[config.mk]
export PLATFORM = sky130hd
export DESIGN_NAME = mips_multicycle_control
export DESIGN_NICKNAME = d
export VERILOG_FILES = /design/src/rtl/mips_multicycle_control_pkg.sv /design/src/rtl/mips_mem_watchdog.sv /design/src/rtl/mips_multicycle_control.sv
export SDC_FILE = /design/constraint.sdc
export NUM_CORES = 1
export LEC_CHECK = 0
export ABC_CLOCK_PERIOD_IN_PS = 1900
export BUFFER_PORTS_ARGS = -buffer_cell sky130_fd_sc_hd__buf_2
export CORE_UTILIZATION = 44
export CTS_CLUSTER_SIZE = 14
export DETAILED_ROUTE_END_ITERATION = 16
export PLACE_DENSITY_LB_ADDON = 0.3
export SLEW_MARGIN = 15
export SYNTH_ARGS = -nofsm -noshare
export SYNTH_HDL_FRONTEND = slang
export SYNTH_SLANG_ARGS = --single-unit
[constraint.sdc]
create_clock -name clk -period 1.9 [get_ports clk]
set_input_delay 0.285 -clock clk [delete_from_list [all_inputs] [get_ports clk]]
set_output_delay 0.285 -clock clk [all_outputs]
set_load 0.005 [all_outputs]
[src/rtl/mips_multicycle_control_pkg.sv]
// mips_multicycle_control_pkg: opcodes, state encoding, mux codes and control bundle
// shared by the multi-cycle MIPS control FSM and its watchdog.
package mips_multicycle_control_pkg;

   localparam logic [5:0] OP_RTYPE = 6'b000000;
   localparam logic [5:0] OP_LW    = 6'b100011;
   localparam logic [5:0] OP_SW    = 6'b101011;
   localparam logic [5:0] OP_BEQ   = 6'b000100;
   localparam logic [5:0] OP_J     = 6'b000010;
   localparam logic [5:0] OP_ADDI  = 6'b001000;

   localparam logic [1:0] ALUB_RT     = 2'b00;
   localparam logic [1:0] ALUB_FOUR   = 2'b01;
   localparam logic [1:0] ALUB_IMM    = 2'b10;
   localparam logic [1:0] ALUB_IMM_SH = 2'b11;

   localparam logic [1:0] ALUOP_ADD   = 2'b00;
   localparam logic [1:0] ALUOP_SUB   = 2'b01;
   localparam logic [1:0] ALUOP_FUNCT = 2'b10;

   localparam logic [1:0] PCSRC_ALU    = 2'b00;
   localparam logic [1:0] PCSRC_ALUOUT = 2'b01;
   localparam logic [1:0] PCSRC_JUMP   = 2'b10;

   typedef enum logic [3:0] {
      S_IDLE    = 4'd0,
      S_FETCH   = 4'd1,
      S_DECODE  = 4'd2,
      S_MEMADR  = 4'd3,
      S_MEMRD   = 4'd4,
      S_MEMWB   = 4'd5,
      S_MEMWR   = 4'd6,
      S_EXECUTE = 4'd7,
      S_ALUWB   = 4'd8,
      S_BRANCH  = 4'd9,
      S_JUMP    = 4'd10,
      S_ADDIEX  = 4'd11,
      S_ADDIWB  = 4'd12
   } state_t;

   typedef struct packed {
      logic       pcwrite;
      logic       pcwritecond;
      logic       iord;
      logic       memread;
      logic       memwrite;
      logic       irwrite;
      logic       memtoreg;
      logic       regdst;
      logic       regwrite;
      logic       alusrca;
      logic [1:0] alusrcb;
      logic [1:0] aluop;
      logic [1:0] pcsrc;
   } ctrl_t;

   // States that wait on the memory handshake and are guarded by the watchdog
   function automatic logic is_mem_state(input state_t s);
      return s inside {S_FETCH, S_MEMRD, S_MEMWR};
   endfunction

endpackage

[src/rtl/mips_mem_watchdog.sv]
// mips_mem_watchdog: counts consecutive mem_ready-low cycles in a memory state and
// flags expiry on the MEM_TIMEOUT-th one; MEM_TIMEOUT=0 disables it.
module mips_mem_watchdog #(
   parameter int unsigned MEM_TIMEOUT = 16
) (
   input  logic clk_i,
   input  logic rst_i,
   input  logic clr_i,
   input  logic active_i,
   input  logic mem_ready_i,
   output logic expired_o
);

   localparam int unsigned W = (MEM_TIMEOUT > 0) ? $clog2(MEM_TIMEOUT + 1) : 1;
   localparam logic [W-1:0] CNT_MAX  = W'(MEM_TIMEOUT);
   localparam logic [W-1:0] CNT_LAST = W'((MEM_TIMEOUT > 0) ? MEM_TIMEOUT - 1 : 0);

   logic [W-1:0] cnt_q, cnt_d;
   logic         stall;

   assign stall = active_i && !mem_ready_i;

   always_comb begin
      cnt_d = clr_i ? '0 : (stall && cnt_q != CNT_MAX) ? cnt_q + 1'b1 : cnt_q;
   end

   always_ff @(posedge clk_i or posedge rst_i) begin
      if (rst_i) cnt_q <= '0;
      else       cnt_q <= cnt_d;
   end

   // A ready in the expiry cycle completes the access normally
   assign expired_o = (MEM_TIMEOUT != 0) && stall && (cnt_q == CNT_LAST);

endmodule

[src/rtl/mips_multicycle_control.sv]
// mips_multicycle_control: main control FSM for the multi-cycle MIPS datapath,
// sequencing fetch/decode/execute/memory/writeback with a memory watchdog.
module mips_multicycle_control
   import mips_multicycle_control_pkg::*;
#(
   parameter int unsigned MEM_TIMEOUT = 16
) (
   input  logic       clk,
   input  logic       reset,
   input  logic [5:0] opcode,
   input  logic       mem_ready,
   output logic       pcwrite,
   output logic       pcwritecond,
   output logic       iord,
   output logic       memread,
   output logic       memwrite,
   output logic       irwrite,
   output logic       memtoreg,
   output logic       regdst,
   output logic       regwrite,
   output logic       alusrca,
   output logic [1:0] alusrcb,
   output logic [1:0] aluop,
   output logic [1:0] pcsrc,
   output logic       illegal_op,
   output logic       mem_err,
   output logic [3:0] state
);

   state_t state_q, state_d;
   ctrl_t  c;
   logic   wd_expired;

   mips_mem_watchdog #(.MEM_TIMEOUT(MEM_TIMEOUT)) u_wd (
      .clk_i       (clk),
      .rst_i       (reset),
      .clr_i       (state_d != state_q),
      .active_i    (is_mem_state(state_q)),
      .mem_ready_i (mem_ready),
      .expired_o   (wd_expired)
   );

   always_ff @(posedge clk or posedge reset) begin
      if (reset) state_q <= S_IDLE;
      else       state_q <= state_d;
   end

   always_comb begin
      state_d    = state_q;
      illegal_op = 1'b0;
      case (state_q)
         S_IDLE:    state_d = S_FETCH;
         S_FETCH:   state_d = mem_ready ? S_DECODE : S_FETCH;
         S_DECODE: begin
            case (opcode)
               OP_LW, OP_SW: state_d = S_MEMADR;
               OP_RTYPE:     state_d = S_EXECUTE;
               OP_BEQ:       state_d = S_BRANCH;
               OP_J:         state_d = S_JUMP;
               OP_ADDI:      state_d = S_ADDIEX;
               default: begin
                  state_d    = S_FETCH;
                  illegal_op = 1'b1;
               end
            endcase
         end
         S_MEMADR:  state_d = (opcode == OP_LW) ? S_MEMRD : S_MEMWR;
         S_MEMRD:   state_d = mem_ready ? S_MEMWB : S_MEMRD;
         S_MEMWR:   state_d = mem_ready ? S_FETCH : S_MEMWR;
         S_EXECUTE: state_d = S_ALUWB;
         S_ADDIEX:  state_d = S_ADDIWB;
         default:   state_d = S_FETCH;
      endcase
      // Abandon the instruction on a memory timeout; IDLE restarts with a fresh fetch
      if (wd_expired) state_d = S_IDLE;
   end

   always_comb begin
      c = '0;
      case (state_q)
         S_FETCH: begin
            c.memread = 1'b1;
            c.alusrcb = ALUB_FOUR;
            c.aluop   = ALUOP_ADD;
            c.pcsrc   = PCSRC_ALU;
            c.irwrite = mem_ready;
            c.pcwrite = mem_ready;
         end
         S_DECODE: begin
            c.alusrcb = ALUB_IMM_SH;
            c.aluop   = ALUOP_ADD;
         end
         S_MEMADR, S_ADDIEX: begin
            c.alusrca = 1'b1;
            c.alusrcb = ALUB_IMM;
            c.aluop   = ALUOP_ADD;
         end
         S_MEMRD: begin
            c.memread = 1'b1;
            c.iord    = 1'b1;
         end
         S_MEMWR: begin
            c.memwrite = 1'b1;
            c.iord     = 1'b1;
         end
         S_MEMWB: begin
            c.regwrite = 1'b1;
            c.memtoreg = 1'b1;
         end
         S_ADDIWB: c.regwrite = 1'b1;
         S_EXECUTE: begin
            c.alusrca = 1'b1;
            c.alusrcb = ALUB_RT;
            c.aluop   = ALUOP_FUNCT;
         end
         S_ALUWB: begin
            c.regwrite = 1'b1;
            c.regdst   = 1'b1;
         end
         S_BRANCH: begin
            c.alusrca     = 1'b1;
            c.alusrcb     = ALUB_RT;
            c.aluop       = ALUOP_SUB;
            c.pcsrc       = PCSRC_ALUOUT;
            c.pcwritecond = 1'b1;
         end
         S_JUMP: begin
            c.pcwrite = 1'b1;
            c.pcsrc   = PCSRC_JUMP;
         end
         default: ;
      endcase
   end

   assign pcwrite     = c.pcwrite;
   assign pcwritecond = c.pcwritecond;
   assign iord        = c.iord;
   assign memread     = c.memread;
   assign memwrite    = c.memwrite;
   assign irwrite     = c.irwrite;
   assign memtoreg    = c.memtoreg;
   assign regdst      = c.regdst;
   assign regwrite    = c.regwrite;
   assign alusrca     = c.alusrca;
   assign alusrcb     = c.alusrcb;
   assign aluop       = c.aluop;
   assign pcsrc       = c.pcsrc;
   assign mem_err     = wd_expired;
   assign state       = state_q;

endmodule
==> qor.csv, run 1 <==
stage;metric;value;unit
sta;fin_crit_sh;101;%
floorplanning;io_pins;31;
synthesis;synthTopCellsByCount;nor2_1 (23), dfrtp_1 (9), a21oi_1 (6), inv_1 (6), nand2_1 (6);
clock_network;root_buffer;clkbuf_4;
floorplanning;num_rows;15;
worst_setup_path;path_cells;ha_2 -> and3_4 -> ha_4 -> nor2_2 -> a222oi_1 -> a311oi_2 -> o31ai_4 -> a211oi_2;
synthesis;ys_ff_latch;9;
sta;slew_violations;0;
grt;grt_pass1_vias;837;
clock_network;h-tree-depth;1;
synthesis;synthFlopType;dfrtp_1;
route;drc;0;
route;wl_per_cell;14.0;µm
finish;post-route-util;72.1;%
synthesis;synthDistinctLibCells;42;
worst_setup_path;cpPeakStageDelay;390;ps
power_and_ir_drop;p_per_area;1340;nW/µm²
power_and_ir_drop;p_total;0.00173;W
worst_setup_path;cp.arrival;2110;ps
worst_setup_path;path_buf_inv;0;
route;drt_iter0_drc;38;
sta;setup_viol;2;
sta;skew;4.04;ps
grt;grt_max_degree;17;
synthesis;syn_inst;114;
clock_network;cts_tree;done;
route;vias_per_cell;5.66;
hold_path;hp-class;primary input to flop;
clock_network;cts.sinks;9;
clock_network;clock_path_buffers;2;
placed_design;dpl_cell_area;1120;µm²
finish;nNetsFinal;174;
worst_setup_path;end_kind;flop;
worst_setup_path;cp.required;2090;ps
route;vias;1052;
synthesis;post-synth-top-count-cell;nor2_1;
grt;grt_pass1_wl;3860;µm
finish;stdcell_count;186;
outcome;status;finished, violations left;
synthesis;yosysWarnings;0;
sta;hold_viol;0;
floorplanning;die_area;2140;µm²
sta;rsz0062_at_grt;yes;
sta;period_needed;1920;ps
floorplanning;die_h;46.3;µm
synthesis;syn_avg_cell_area;7.57;µm²
synthesis;synth-edff-count;0;
floorplanning;core_area;1780;µm²
worst_setup_path;path_delay_family;compound AO/OA/AOI/OAI gates;
placed_design;hpwl;1820;µm
synthesis;ys_seq_area_share;26.1;%
route;first_pass_iters;4;
grt;track_usage;25.8;%
clock_network;path_clk_slew;60;ps
grt;overflow;0;
outcome;violations;negative setup slack;
sta;max_slew_margin;69.6;%
sta;max_freq;520;MHz
placed_design;numPortBuffers;30;
route;drt_wl_total;2600;µm
power_and_ir_drop;leakagePower;0.626;nW
synthesis;syn_nets;126;
clock_network;clk_latency;270;ps
finish;diodes;0;
power_and_ir_drop;ir_worst_vdd;795;µV
synthesis;synth_area_leaders;dfrtp_1 (26%), nor2_1 (10%), ha_1 (4.3%);
sta;fin_setup_tns;-31.6;ps
synthesis;syn_area;863;µm²
route;drt.antenna.violating_nets;0;
floorplanning;fp.dieW;46.3;µm
clock_network;numCtsBuffers;3;
placed_design;dp_cells;175;
sta;tightest_slew;449;ps
finish;syn2layout_area_growth;48.8;%
worst_setup_path;worstSetupStartpointType;flop;
synthesis;ys_async_sr_fraction;100;%
worst_setup_path;crit_type;flop to flop;
grt;antenna_found_initial;0;
finish;drive_gt1_share;42.9;%
synthesis;synth_area_leader_cell;dfrtp_1;
synthesis;synth_top_area_share;26.1;%
worst_setup_path;slowest_stage;dfrtp_1;
placed_design;place_congestion;0.900;
sta;fin_ws;-21.2;ps
worst_setup_path;worstPathMaxFanout;5;
flow_run;maxCapViolCount;0;
finish;post-route-cell-area;1280;µm²
floorplanning;initial_core_util;48.4;%
per-stage QoR:
step                setup slack (ps)  hold WS [ps]
finish                         -21.2           483
global route                   -90.1           554
CTS                            -15.4           481
detailed placement             -38.0           252
global placement                17.1           261
floorplan                       43.1           113
layout make-up:
cell class | count | area [µm²]
Clock buffer | 4 | 26.3
Sequential cell | 9 | 225
Tap cell | 25 | 31.3
Timing Repair Buffer | 49 | 318
Multi-Input combinational cell | 92 | 658
Inverter | 7 | 26.3
Fill cell | 141 | 498
where the power goes:
| part | internal (W) | switching [W] |
|---|---|---|
| clock | 0.0000809 | 0.0000671 |
| combinational | 0.000631 | 0.000664 |
| sequential | 0.000241 | 0.0000437 |
| total | 0.000953 | 0.000775 |
what timing repair did:
action / in CTS / in global routing
resized for setup: 4 / 13
buffers inserted: 4 / 3
setup endpoints to repair: 6 / 8
pin swaps: 3 / 6
cloned: 0 / 0
hold endpoints to repair: 9 / 0
hold buffers: 1 / 0
registers in the layout, indices dropped and copies added (netlist names):
signal,count
state,4
u_wd.cnt_q,5
metal layers:
metal	up-vias	GRT usage [%]	wire length [µm]
met5	-	0	0
li1	511	-	-
met4	0	10.6	41
met1	492	36.1	1170
met2	45	38.9	1240
met3	4	4.71	145
worst reg2reg max path: cells and delay by family (launching register included):
kind	cells	cell delay (ps)
AND/OR/NAND/NOR	2	290
adder cells (fa/ha/maj)	2	370
flip-flops	1	390
AO/OA/AOI/OAI	4	810
placed cells by master (no fill, tap or decap), types with 2 or more instances in the layout:
| master | Yosys | final |
|---|---|---|
| buf_2 | 0 | 29 |
| nor2_1 | 23 | 22 |
| buf_4 | 1 | 16 |
| dfrtp_1 | 9 | 9 |
| nand2_1 | 6 | 6 |
| inv_1 | 6 | 6 |
| a21oi_1 | 6 | 5 |
| o21a_1 | 4 | 4 |
| nand2b_1 | 5 | 3 |
| nor4_1 | 3 | 3 |
| clkbuf_4 | 0 | 3 |
| nand2b_4 | 0 | 2 |
| nor4b_1 | 2 | 2 |
| o21ai_0 | 3 | 2 |
| or2_1 | 2 | 2 |
| a211oi_2 | 1 | 2 |
| xor2_1 | 2 | 2 |
| nor3_1 | 3 | 2 |
| or3_1 | 2 | 2 |
| nand3_1 | 2 | 2 |
| a22oi_1 | 2 | 2 |
| buf_6 | 0 | 2 |
worst paths after layout:
check	from	end	slack, ps	depth (start not counted)
setup / recovery	u_wd.cnt_q[0]	u_wd.cnt_q[4]	-20	8
hold / removal	opcode[4]	state[2]	480	4
setup reg to reg	u_wd.cnt_q[0]	u_wd.cnt_q[4]	-20	8
hold reg to reg	u_wd.cnt_q[2]	u_wd.cnt_q[2]	620	2
max in group asynchronous	reset	state[1]	1140	3
min in group asynchronous	reset	state[3]	510	3
kinds of logic after synthesis:
family / synth area share [%]
simple gates: 31.4
compound gates: 27.8
buf+inv: 6.09
flops: 26.1
xor+xnor: 3.04
fa+ha+maj: 4.35
mux: 1.16
Note: power is estimated with default switching activity, not from simulation.
==> run 2: changes to the inputs <==
- CORE_ASPECT_RATIO: unset -> 1.1
- HOLD_SLACK_MARGIN: unset -> 0.15
- SYNTH_HIERARCHICAL: unset -> 1
==> qor.csv, run 2 <==
stage;metric;value;unit
outcome;status;finished, violations left;
outcome;violations;negative setup slack;
sta;tightest_slew;395;ps
finish;largest_register;u_wd/cnt_q;
clock_network;root_buffer;clkbuf_4;
worst_setup_path;worstSetupStartpointType;flop;
floorplanning;die_h;54.1;µm
synthesis;yosysWarnings;6;
worst_setup_path;end_kind;flop;
route;first_pass_iters;4;
route;vias_per_cell;5.33;
clock_network;clk_latency;260;ps
sta;fin_ws;-575;ps
sta;fin_hold_ws;474;ps
synthesis;syn_area;1080;µm²
clock_network;h-tree-depth;1;
placed_design;dpl_cell_area;1580;µm²
sta;rsz0062_at_grt;yes;
sta;max_freq;404;MHz
route;drt.antenna.violating_nets;0;
synthesis;ys_seq_area_share;20.8;%
finish;drive_gt1_share;57.7;%
finish;largest_reg_flops;5;
finish;layout_commonest_cell;buf_4;
synthesis;synth_area_leader_cell;dfrtp_1;
clock_network;numCtsBuffers;3;
grt;grt_pass1_vias;1222;
placed_design;hpwl;2590;µm
synthesis;syn_avg_cell_area;7.75;µm²
finish;diodes;0;
hold_path;hp-class;primary input to async pin;
synthesis;ys_ff_latch;9;
clock_network;cts_tree;done;
grt;track_usage;26.6;%
worst_setup_path;rrSetupSlack;-580;ps
placed_design;numPortBuffers;30;
clock_network;path_clk_slew;60;ps
sta;max_slew_margin;73.6;%
power_and_ir_drop;ir_worst_vdd;878;µV
route;drt_wl_total;3440;µm
sta;period_needed;2480;ps
worst_setup_path;startpoint;state[0];
synthesis;syn_inst;140;
floorplanning;die_area;2670;µm²
synthesis;synthTopCellsByCount;nor2_1 (25), a21oi_1 (11), inv_1 (10);
finish;nNetsFinal;240;
synthesis;synth_top_area_share;20.8;%
grt;overflow;0;
sta;setup_viol;6;
synthesis;synth_area_leaders;dfrtp_1 (21%), nor2_1 (8.7%), buf_6 (7.3%);
floorplanning;io_pins;31;
grt;grt_max_degree;18;
worst_setup_path;worstPathMaxFanout;5;
worst_setup_path;cp-endpoint;u_wd/cnt_q[2];
worst_setup_path;cp.arrival;2630;ps
worst_setup_path;r2r_cells;14;
floorplanning;initial_core_util;47.2;%
route;drc;0;
placed_design;place_congestion;0.903;
power_and_ir_drop;p_per_area;1140;nW/µm²
floorplanning;fp.dieW;49.3;µm
clock_network;cts.sinks;9;
placed_design;place_ws;-580;ps
route;vias;1370;
sta;hold_viol;0;
grt;grt_pass1_wl;5300;µm
sta;fin_crit_sh;130;%
floorplanning;core_area;2300;µm²
worst_setup_path;cp.required;2060;ps
worst_setup_path;crit_type;flop to flop;
worst_setup_path;r2r_start;state[0];
synthesis;synthFlopType;dfrtp_1;
sta;slew_violations;0;
worst_setup_path;r2r_end;u_wd/cnt_q[2];
synthesis;synthDistinctLibCells;46;
grt;antenna_found_initial;0;
finish;syn2layout_area_growth;64.8;%
clock_network;clock_path_buffers;2;
synthesis;ys_async_sr_fraction;100;%
synthesis;post-synth-top-count-cell;nor2_1;
route;wl_per_cell;13.4;µm
flow_run;maxCapViolCount;0;
power_and_ir_drop;leakagePower;0.904;nW
finish;final_cell_mix;buf_4 (60), buf_2 (30), nor2_1 (21), a21oi_1 (9);
synthesis;syn_nets;152;
finish;nFillCells;178;
route;drt_iter0_drc;33;
sta;skew;7.29;ps
floorplanning;num_rows;18;
synthesis;synth-edff-count;0;
power_and_ir_drop;p_total;0.00203;W
finish;post-route-cell-area;1790;µm²
==> run 2: critical path, cell delays in order, from the launching register on <==
cell and delay (ps):
dfrtp_2 440, nand2b_4 150, o21a_1 100, nor2_2 110, and2b_1 150, and2_4 180
nand2b_4 140, nor2_2 40, nand3_1 80, a2bb2oi_2 60, o211ai_1 350, buf_4 210
nand2b_4 120, a21oi_2 30, a31o_2 210
==> run 2: cell families (layout without fill, tap and decap cells) <==
kind of cell | after synthesis | after routing | share of synthesized area, %
adder cells (fa/ha/maj) | 3 | 3 | 3.46
flip-flops | 9 | 9 | 20.8
multiplexers | 3 | 3 | 2.88
AND/OR/NAND/NOR | 70 | 70 | 37.1
AO/OA/AOI/OAI | 34 | 34 | 22.4
XOR/XNOR | 2 | 2 | 1.62
buffers and inverters | 19 | 106 | 11.8
==> run 2: layer usage <==
| layer | global-route usage (%) | up-vias | routed length [µm] |
|---|---|---|---|
| met1 | 28.8 | 627 | 1330 |
| met4 | 11.3 | 0 | 108 |
| li1 | - | 675 | - |
| met5 | 0 | - | 0 |
| met2 | 53.0 | 57 | 1840 |
| met3 | 2.82 | 11 | 159 |
==> run 2: worst min-delay path by stage <==
stage               start  endpoint  slack, ps  depth (start not counted)
floorplan           reset  state[0]         50                          1
global placement    reset  state[3]        190                          2
detailed placement  reset  state[3]        200                          2
CTS                 reset  state[3]        460                          3
global route        reset  state[3]        480                          3
finish              reset  state[3]        470                          3
==> run 2: power breakdown <==
| part | switching, W | internal, W | total (W) |
|---|---|---|---|
| Combinational | 0.000735 | 0.000869 | 0.00160 |
| Clock | 0.0000643 | 0.0000807 | 0.000145 |
| Sequential | 0.0000463 | 0.000236 | 0.000282 |
| Total | 0.000845 | 0.00119 | 0.00203 |
==> run 2: what timing repair did <==
action	CTS	global route
hold buffers	1	0
endpoints found under the setup margin	12	16
endpoints found under the hold margin	9	0
gates resized for setup	8	13
setup buffers	7	5
pin swaps	5	8
==> run 2: area by class of cell <==
cell class                      instances  area [µm²]  share of cell area (%)
Multi-Input combinational cell        112         833                    46.6
Timing Repair Buffer                   92         622                    34.8
Inverter                               10        40.0                    2.24
Sequential cell                         9         229                    12.8
Tap cell                               30        37.5                    2.10
Clock buffer                            4        26.3                    1.47
==> run 2: through the flow <==
stage,setup TNS [ps],util (%),std cells
2_1_floorplan,-2250,-,140
3_3_place_gp,-2070,68.8,241
3_5_place_dp,-2680,68.8,241
4_1_cts,-2310,74.1,253
5_1_grt,-3320,77.8,257
6_report,-2510,77.8,257
